### src/rtl/alu_shift_pkg.sv
// Shared definitions for the pipelined shifter: operation encodings and the
// helper that derives the shift-amount width (equal to the number of stages).
package alu_shift_pkg;

  typedef enum logic [1:0] {
    MODE_SLL  = 2'b00,
    MODE_SRL  = 2'b01,
    MODE_SRA  = 2'b10,
    MODE_ROTR = 2'b11
  } mode_e;

  localparam int unsigned MODE_W = 2;

  function automatic int unsigned shamt_width(input int unsigned width);
    return $clog2(width);
  endfunction

endpackage

### src/rtl/alu_shift_pipe_if.sv
// Handshake bundle for alu_shift_pipe.
//   in_valid/in_ready      : upstream operation handshake
//   data_operandA          : operand to shift
//   ctrl_shiftamt/ctrl_mode: shift amount and operation
//   in_tag                 : sideband returned with the result
//   out_valid/out_ready    : downstream result handshake
//   data_result/out_tag    : shifted result and its tag
// master: the side that produces operations and consumes results.
// slave : the shifter itself.
interface alu_shift_pipe_if
  import alu_shift_pkg::*;
#(
  parameter int unsigned WIDTH = 32,
  parameter int unsigned TAG_W = 4
);
  localparam int unsigned SHAMT_W = shamt_width(WIDTH);

  logic               in_valid;
  logic               in_ready;
  logic [WIDTH-1:0]   data_operandA;
  logic [SHAMT_W-1:0] ctrl_shiftamt;
  logic [MODE_W-1:0]  ctrl_mode;
  logic [TAG_W-1:0]   in_tag;
  logic               out_valid;
  logic               out_ready;
  logic [WIDTH-1:0]   data_result;
  logic [TAG_W-1:0]   out_tag;

  modport master (
    output in_valid, data_operandA, ctrl_shiftamt, ctrl_mode, in_tag, out_ready,
    input  in_ready, out_valid, data_result, out_tag
  );

  modport slave (
    input  in_valid, data_operandA, ctrl_shiftamt, ctrl_mode, in_tag, out_ready,
    output in_ready, out_valid, data_result, out_tag
  );

endinterface

### src/rtl/alu_shift_stage.sv
// One registered step of the logarithmic shifter. Shifts the upstream data by
// STEP bits when the matching shift-amount bit is set, else passes it through.
//   clock, reset_n : clock and synchronous active-low reset
//   up_*           : upstream valid/data/tag/mode/shamt/sign bundle
//   advance        : downstream will take this stage's contents this cycle
//   load           : this stage takes the upstream bundle this cycle
//   valid..sign    : registered output bundle
module alu_shift_stage
  import alu_shift_pkg::*;
#(
  parameter int unsigned WIDTH = 32,
  parameter int unsigned TAG_W = 4,
  parameter int unsigned STEP  = 1
) (
  input  logic                          clock,
  input  logic                          reset_n,
  input  logic                          up_valid,
  input  logic [WIDTH-1:0]              up_data,
  input  logic [TAG_W-1:0]              up_tag,
  input  mode_e                         up_mode,
  input  logic [shamt_width(WIDTH)-1:0] up_shamt,
  input  logic                          up_sign,
  input  logic                          advance,
  output logic                          load,
  output logic                          valid,
  output logic [WIDTH-1:0]              data,
  output logic [TAG_W-1:0]              tag,
  output mode_e                         mode,
  output logic [shamt_width(WIDTH)-1:0] shamt,
  output logic                          sign
);
  localparam int unsigned SHAMT_W = shamt_width(WIDTH);
  localparam int unsigned BIT     = $clog2(STEP);

  logic               valid_q;
  logic [WIDTH-1:0]   data_q;
  logic [TAG_W-1:0]   tag_q;
  mode_e              mode_q;
  logic [SHAMT_W-1:0] shamt_q;
  logic               sign_q;

  logic [WIDTH-1:0]   shifted;
  logic [WIDTH-1:0]   data_d;

  always_comb begin
    shifted = up_data;
    unique case (up_mode)
      MODE_SLL:  shifted = up_data << STEP;
      MODE_SRL:  shifted = up_data >> STEP;
      // Fill from the operand's original MSB, carried alongside the data.
      MODE_SRA:  shifted = {{STEP{up_sign}}, up_data[WIDTH-1:STEP]};
      MODE_ROTR: shifted = {up_data[STEP-1:0], up_data[WIDTH-1:STEP]};
    endcase
    data_d = up_shamt[BIT] ? shifted : up_data;
  end

  // Take new contents when empty or when the current contents move on.
  assign load = !valid_q || advance;

  always_ff @(posedge clock) begin
    if (!reset_n) begin
      valid_q <= 1'b0;
      data_q  <= '0;
      tag_q   <= '0;
      mode_q  <= MODE_SLL;
      shamt_q <= '0;
      sign_q  <= 1'b0;
    end else if (load) begin
      valid_q <= up_valid;
      // Payload only moves with a real operation so idle stages stay quiet.
      if (up_valid) begin
        data_q  <= data_d;
        tag_q   <= up_tag;
        mode_q  <= up_mode;
        shamt_q <= up_shamt;
        sign_q  <= up_sign;
      end
    end
  end

  assign valid = valid_q;
  assign data  = data_q;
  assign tag   = tag_q;
  assign mode  = mode_q;
  assign shamt = shamt_q;
  assign sign  = sign_q;

endmodule

### src/rtl/alu_shift_pipe.sv
// Pipelined multi-mode shifter (SLL, SRL, SRA, ROTR), one log stage per
// shift-amount bit, largest step first, one result per cycle with full
// valid/ready backpressure and an in-order sideband tag.
//   clock   : sole clock
//   reset_n : synchronous active-low reset, discards in-flight operations
//   bus     : operation/result handshake bundle (slave side)
module alu_shift_pipe
  import alu_shift_pkg::*;
#(
  parameter int unsigned WIDTH   = 32,
  parameter int unsigned SHAMT_W = shamt_width(WIDTH),
  parameter int unsigned TAG_W   = 4
) (
  input logic              clock,
  input logic              reset_n,
  alu_shift_pipe_if.slave  bus
);
  // Index 0 is the input bundle, index k+1 is the output of stage k.
  logic [SHAMT_W:0]   valid_c;
  logic [SHAMT_W:0]   load_c;
  logic [SHAMT_W:0]   sign_c;
  logic [WIDTH-1:0]   data_c  [SHAMT_W+1];
  logic [TAG_W-1:0]   tag_c   [SHAMT_W+1];
  mode_e              mode_c  [SHAMT_W+1];
  logic [SHAMT_W-1:0] shamt_c [SHAMT_W+1];

  assign valid_c[0] = bus.in_valid;
  assign data_c[0]  = bus.data_operandA;
  assign tag_c[0]   = bus.in_tag;
  assign mode_c[0]  = mode_e'(bus.ctrl_mode);
  assign shamt_c[0] = bus.ctrl_shiftamt;
  assign sign_c[0]  = bus.data_operandA[WIDTH-1];

  // The last stage advances whenever downstream accepts.
  assign load_c[SHAMT_W] = bus.out_ready;

  for (genvar k = 0; k < SHAMT_W; k++) begin : g_stage
    alu_shift_stage #(
      .WIDTH (WIDTH),
      .TAG_W (TAG_W),
      .STEP  (1 << (SHAMT_W - 1 - k))
    ) u_stage (
      .clock    (clock),
      .reset_n  (reset_n),
      .up_valid (valid_c[k]),
      .up_data  (data_c[k]),
      .up_tag   (tag_c[k]),
      .up_mode  (mode_c[k]),
      .up_shamt (shamt_c[k]),
      .up_sign  (sign_c[k]),
      .advance  (load_c[k+1]),
      .load     (load_c[k]),
      .valid    (valid_c[k+1]),
      .data     (data_c[k+1]),
      .tag      (tag_c[k+1]),
      .mode     (mode_c[k+1]),
      .shamt    (shamt_c[k+1]),
      .sign     (sign_c[k+1])
    );
  end

  assign bus.in_ready    = load_c[0];
  assign bus.out_valid   = valid_c[SHAMT_W];
  assign bus.data_result = data_c[SHAMT_W];
  assign bus.out_tag     = tag_c[SHAMT_W];

  // Control carried into the last stage has no consumer past the pipe.
  logic unused_tail;
  assign unused_tail = ^{mode_c[SHAMT_W], shamt_c[SHAMT_W], sign_c[SHAMT_W]};

endmodule

### src/flat_wrapper.sv
// flat-port wrapper written by rule: the top's interface ports become plain ports
module alu_shift_pipe_flat import alu_shift_pkg::*;
#(
  parameter int unsigned WIDTH   = 32,
  parameter int unsigned SHAMT_W = shamt_width(WIDTH),
  parameter int unsigned TAG_W   = 4
)
  (clock, reset_n, bus_in_valid, bus_data_operandA, bus_ctrl_shiftamt, bus_ctrl_mode, bus_in_tag, bus_out_ready, bus_in_ready, bus_out_valid, bus_data_result, bus_out_tag);
  alu_shift_pipe_if #(.WIDTH(WIDTH), .TAG_W(TAG_W)) bus_i ();
  input logic clock;
  input logic reset_n;
  input wire logic [$bits(bus_i.in_valid)-1:0] bus_in_valid;
  input wire logic [$bits(bus_i.data_operandA)-1:0] bus_data_operandA;
  input wire logic [$bits(bus_i.ctrl_shiftamt)-1:0] bus_ctrl_shiftamt;
  input wire logic [$bits(bus_i.ctrl_mode)-1:0] bus_ctrl_mode;
  input wire logic [$bits(bus_i.in_tag)-1:0] bus_in_tag;
  input wire logic [$bits(bus_i.out_ready)-1:0] bus_out_ready;
  output wire logic [$bits(bus_i.in_ready)-1:0] bus_in_ready;
  output wire logic [$bits(bus_i.out_valid)-1:0] bus_out_valid;
  output wire logic [$bits(bus_i.data_result)-1:0] bus_data_result;
  output wire logic [$bits(bus_i.out_tag)-1:0] bus_out_tag;
  assign bus_i.in_valid = bus_in_valid;
  assign bus_i.data_operandA = bus_data_operandA;
  assign bus_i.ctrl_shiftamt = bus_ctrl_shiftamt;
  assign bus_i.ctrl_mode = bus_ctrl_mode;
  assign bus_i.in_tag = bus_in_tag;
  assign bus_i.out_ready = bus_out_ready;
  assign bus_in_ready = bus_i.in_ready;
  assign bus_out_valid = bus_i.out_valid;
  assign bus_data_result = bus_i.data_result;
  assign bus_out_tag = bus_i.out_tag;
  alu_shift_pipe #(.WIDTH(WIDTH), .SHAMT_W(SHAMT_W), .TAG_W(TAG_W)) u_core (.clock(clock), .reset_n(reset_n), .bus(bus_i));
endmodule
### config.mk
export PLATFORM = sky130hd
export DESIGN_NAME = alu_shift_pipe_flat
export DESIGN_NICKNAME = d
export VERILOG_FILES = /design/src/rtl/alu_shift_pkg.sv /design/src/rtl/alu_shift_pipe_if.sv /design/src/rtl/alu_shift_stage.sv /design/src/rtl/alu_shift_pipe.sv /design/src/flat_wrapper.sv
export SDC_FILE = /design/constraint.sdc
export NUM_CORES = 1
export LEC_CHECK = 0
export ABC_AREA = 1
export ABC_CLOCK_PERIOD_IN_PS = 3100
export BUFFER_PORTS_ARGS = -buffer_cell sky130_fd_sc_hd__buf_2
export CORE_MARGIN = 5
export CORE_UTILIZATION = 65
export DETAILED_ROUTE_END_ITERATION = 10
export GPL_TIMING_DRIVEN = 0
export PLACE_DENSITY = 0.86
export SYNTH_ARGS = -nofsm -noshare
export SYNTH_HDL_FRONTEND = slang
export SYNTH_SLANG_ARGS = --single-unit
### constraint.sdc
create_clock -name clock -period 3.1 [get_ports clock]
set_input_delay 0.62 -clock clock [delete_from_list [all_inputs] [get_ports clock]]
set_output_delay 0.62 -clock clock [all_outputs]
set_load 0.01 [all_outputs]
==> impl_metrics.yaml <==
run_status:
  status: "complete, no violations"
setup_path:
  crit_type: "reg2out"
  reg2reg_to: "u_core.g_stage[4].u_stage.data[21]"
  cp-end-kind: "output pin"
  crit_path_start_kind: "register"
  required_ns: 2.48
  r2r_slack_ns: 1.27
  cp-startpoint: "u_core.g_stage[3].u_stage.valid"
  r2r_cells: 6
  critPathMaxFanout: 10
  rr_startpoint: "u_core.g_stage[3].u_stage.valid"
  endpoint: "bus_in_ready"
  cp.arrival_ns: 1.88
cells_and_area:
  nets: 1706
  fillers: 1329
  seqCellArea_mm2: 0.00414
  fin_util: 0.747
  fin_area_mm2: 0.0118
  area_growth_pct: 13.3
  multi_input_area_mm2: 0.00502
  antenna_cells: 0
  drive_above_1_share: 0.123
floorplan:
  core_mm2: 0.0158
  io_pins: 85
  num_rows: 46
  initial_utilization: 0.659
  dieArea_mm2: 0.0186
  die_y_um: 136
  die_w_um: 136
logic_synthesis:
  synthDistinctLibCells: 31
  syn_inst: 1553
  yosys_warnings: 0
  synth.largest_area_cell: "dfxtp_1"
  yosysSeqAreaShare: 0.399
  synth_top_area_frac: 0.399
  synth_seq_cells: 207
  syn_nets: 1600
  synth.avg_cell_area_um2: 6.69
  synth_area_leaders: "dfxtp_1 (40%), a21oi_1 (16%), o21ai_0 (12%)"
  syn_area_mm2: 0.0104
timing:
  timing.fmax_ghz: 0.401
  slew_violations: 0
  tns_ns: 0
  fin_crit_sh: 0.805
  slew-limit-headroom: 0.563
  skew_ns: 0.0141
  hold_viol: 0
  rsz0062_at_grt: "no"
  setup_violations: 0
  tightest_slew_ns: 0.652
  min_period_ns: 2.50
route:
  drc: 0
  first_pass_iters: 6
  drt_wl_total_mm: 31.1
  drt_iter0_markers: 967
  ant_nets: 0
  viasPerCell: 5.79
  vias: 10900
  routedWlPerCell_um: 16.5
clock_tree:
  ctsResizeCount: 0
  cts_buffer_depth: 3
  postCtsSetupBuffers: 0
  cts_hold_buffers: 0
  clk_latency_ns: 0.51
  clkTransAtPathRegs_ns: 0.06
  cts_tree: "built"
  cts.sinks: 207
  cts_buffers: 22
  htree_levels: 1
  root_buffer: "clkbuf_16"
global_route:
  grt-ovfl-total: 0
  grt_max_degree: 14
  track_usage: 0.334
  antenna_found_initial: 0
  grt_pass1_vias: 10400
  grt_first_pass_wirelength_mm: 50.6
power:
  leakage_nw: 4.88
  fin_total_pwr_mw: 6.25
  power_density_mw_per_mm2: 531
  peakVddDrop_mv: 0.408
place:
  dp_hpwl_mm: 23.0
  gp_congestion: 1.00
  port_buffers: 82
  dpl_cell_area_mm2: 0.0111
min_path:
  hp-class: "in2reg"
  worstHoldStart: "bus_in_tag[2]"
job:
  drv_cap: 0
-- power breakdown --
part / total [mW] / internal [mW] / switching (mW)
registers: 2.93 / 2.79 / 0.137
logic: 0.781 / 0.266 / 0.515
clock network: 2.54 / 1.50 / 1.04
total: 6.25 / 4.56 / 1.69
-- cells by family after synthesis --
group	after synthesis	synth area share
compound gates	634	0.313
buf+inv	281	0.119
flops	207	0.399
simple gates	431	0.170
-- critical path, stage by stage, from the launching register on --
cell and delay [ns]:
dfxtp_1 0.40, nand3_2 0.16, nor2_4 0.18, nand3_4 0.16, clkbuf_1 0.27, buf_2 0.21
-- layout make-up --
class,instances,share of cell area
clock buffer,35,0.0578
timing repair buffer,82,0.0348
clock inverter,3,0.00159
sequential,207,0.352
multi-input combinational,1065,0.426
inverter,125,0.0398
buffer,156,0.0650
tap,216,0.0229
-- stage by stage --
step / setup WS [ns] / hold slack (ns) / instances
final: 0.604 / 0.388 / 1889
after global routing: 0.521 / 0.399 / 1889
after CTS: 0.618 / 0.380 / 1889
after detailed placement: 0.785 / 0.448 / 1851
after global placement: 0.802 / 0.446 / 1851
after floorplan: 1.22 / 0.436 / 1553
-- Yosys cell counts --
library cell,instances
a21oi_1,328
o21ai_0,258
dfxtp_1,207
nor2_1,182
nand2_1,165
inv_1,118
clkbuf_1,81
nand3_1,51
buf_4,33
buf_2,32
o22ai_1,18
nor3_1,17
a21boi_0,13
o21ai_1,9
or2_2,8
buf_1,7
inv_2,6
a21boi_1,3
a211oi_1,2
a21oi_2,2
buf_6,2
nand2_2,2
a31oi_1,1
and2_1,1
clkbuf_2,1
clkinv_1,1
nand2_4,1
nand3_2,1
nand3_4,1
nor2_2,1
nor2_4,1
-- cells in the final DEF (no fill, tap or decap) --
| cell | n |
|---|---|
| a21oi_1 | 328 |
| o21ai_0 | 258 |
| dfxtp_1 | 207 |
| nor2_1 | 182 |
| nand2_1 | 165 |
| inv_1 | 118 |
| buf_2 | 114 |
| clkbuf_1 | 87 |
| nand3_1 | 51 |
| buf_4 | 33 |
| clkbuf_16 | 23 |
| o22ai_1 | 18 |
| nor3_1 | 17 |
| a21boi_0 | 13 |
| o21ai_1 | 9 |
| or2_2 | 8 |
| buf_1 | 7 |
| inv_2 | 6 |
| clkbuf_8 | 6 |
| a21boi_1 | 3 |
| nand2_2 | 2 |
| a21oi_2 | 2 |
| a211oi_1 | 2 |
| buf_6 | 2 |
| clkinv_2 | 2 |
| nand3_2 | 1 |
| nor2_4 | 1 |
| nand3_4 | 1 |
| nor2_2 | 1 |
| nand2_4 | 1 |
| and2_1 | 1 |
| a31oi_1 | 1 |
| clkinv_1 | 1 |
| clkbuf_2 | 1 |
| inv_6 | 1 |
-- state kept, by name, indices dropped and copies added, names as in the netlist --
name and cells:
u_core.g_stage.u_stage.data 160, u_core.g_stage.u_stage.tag 20, u_core.g_stage.u_stage.shamt 10, u_core.g_stage.u_stage.mode 8, u_core.g_stage.u_stage.valid 5, u_core.g_stage.u_stage.sign 4
-- how the worst min path moves through the flow --
stage,cells after the start,endpoint,slack [ns]
final,3,u_core.g_stage[0].u_stage.tag[2],0.39
after global routing,3,u_core.g_stage[0].u_stage.tag[2],0.40
after CTS,3,u_core.g_stage[0].u_stage.tag[1],0.38
after detailed placement,2,u_core.g_stage[0].u_stage.tag[1],0.45
after global placement,2,u_core.g_stage[0].u_stage.tag[1],0.45
after floorplan,2,u_core.g_stage[0].u_stage.tag[3],0.44
-- metal layers --
metal	share of wire	global-route usage	vias to the layer above
li1	-	-	5381
met1	0.38	0.386	4900
met2	0.49	0.595	531
met3	0.068	0.0381	125
met4	0.060	0.190	0
met5	0	0	-
Power figures use the tool's default switching activity.
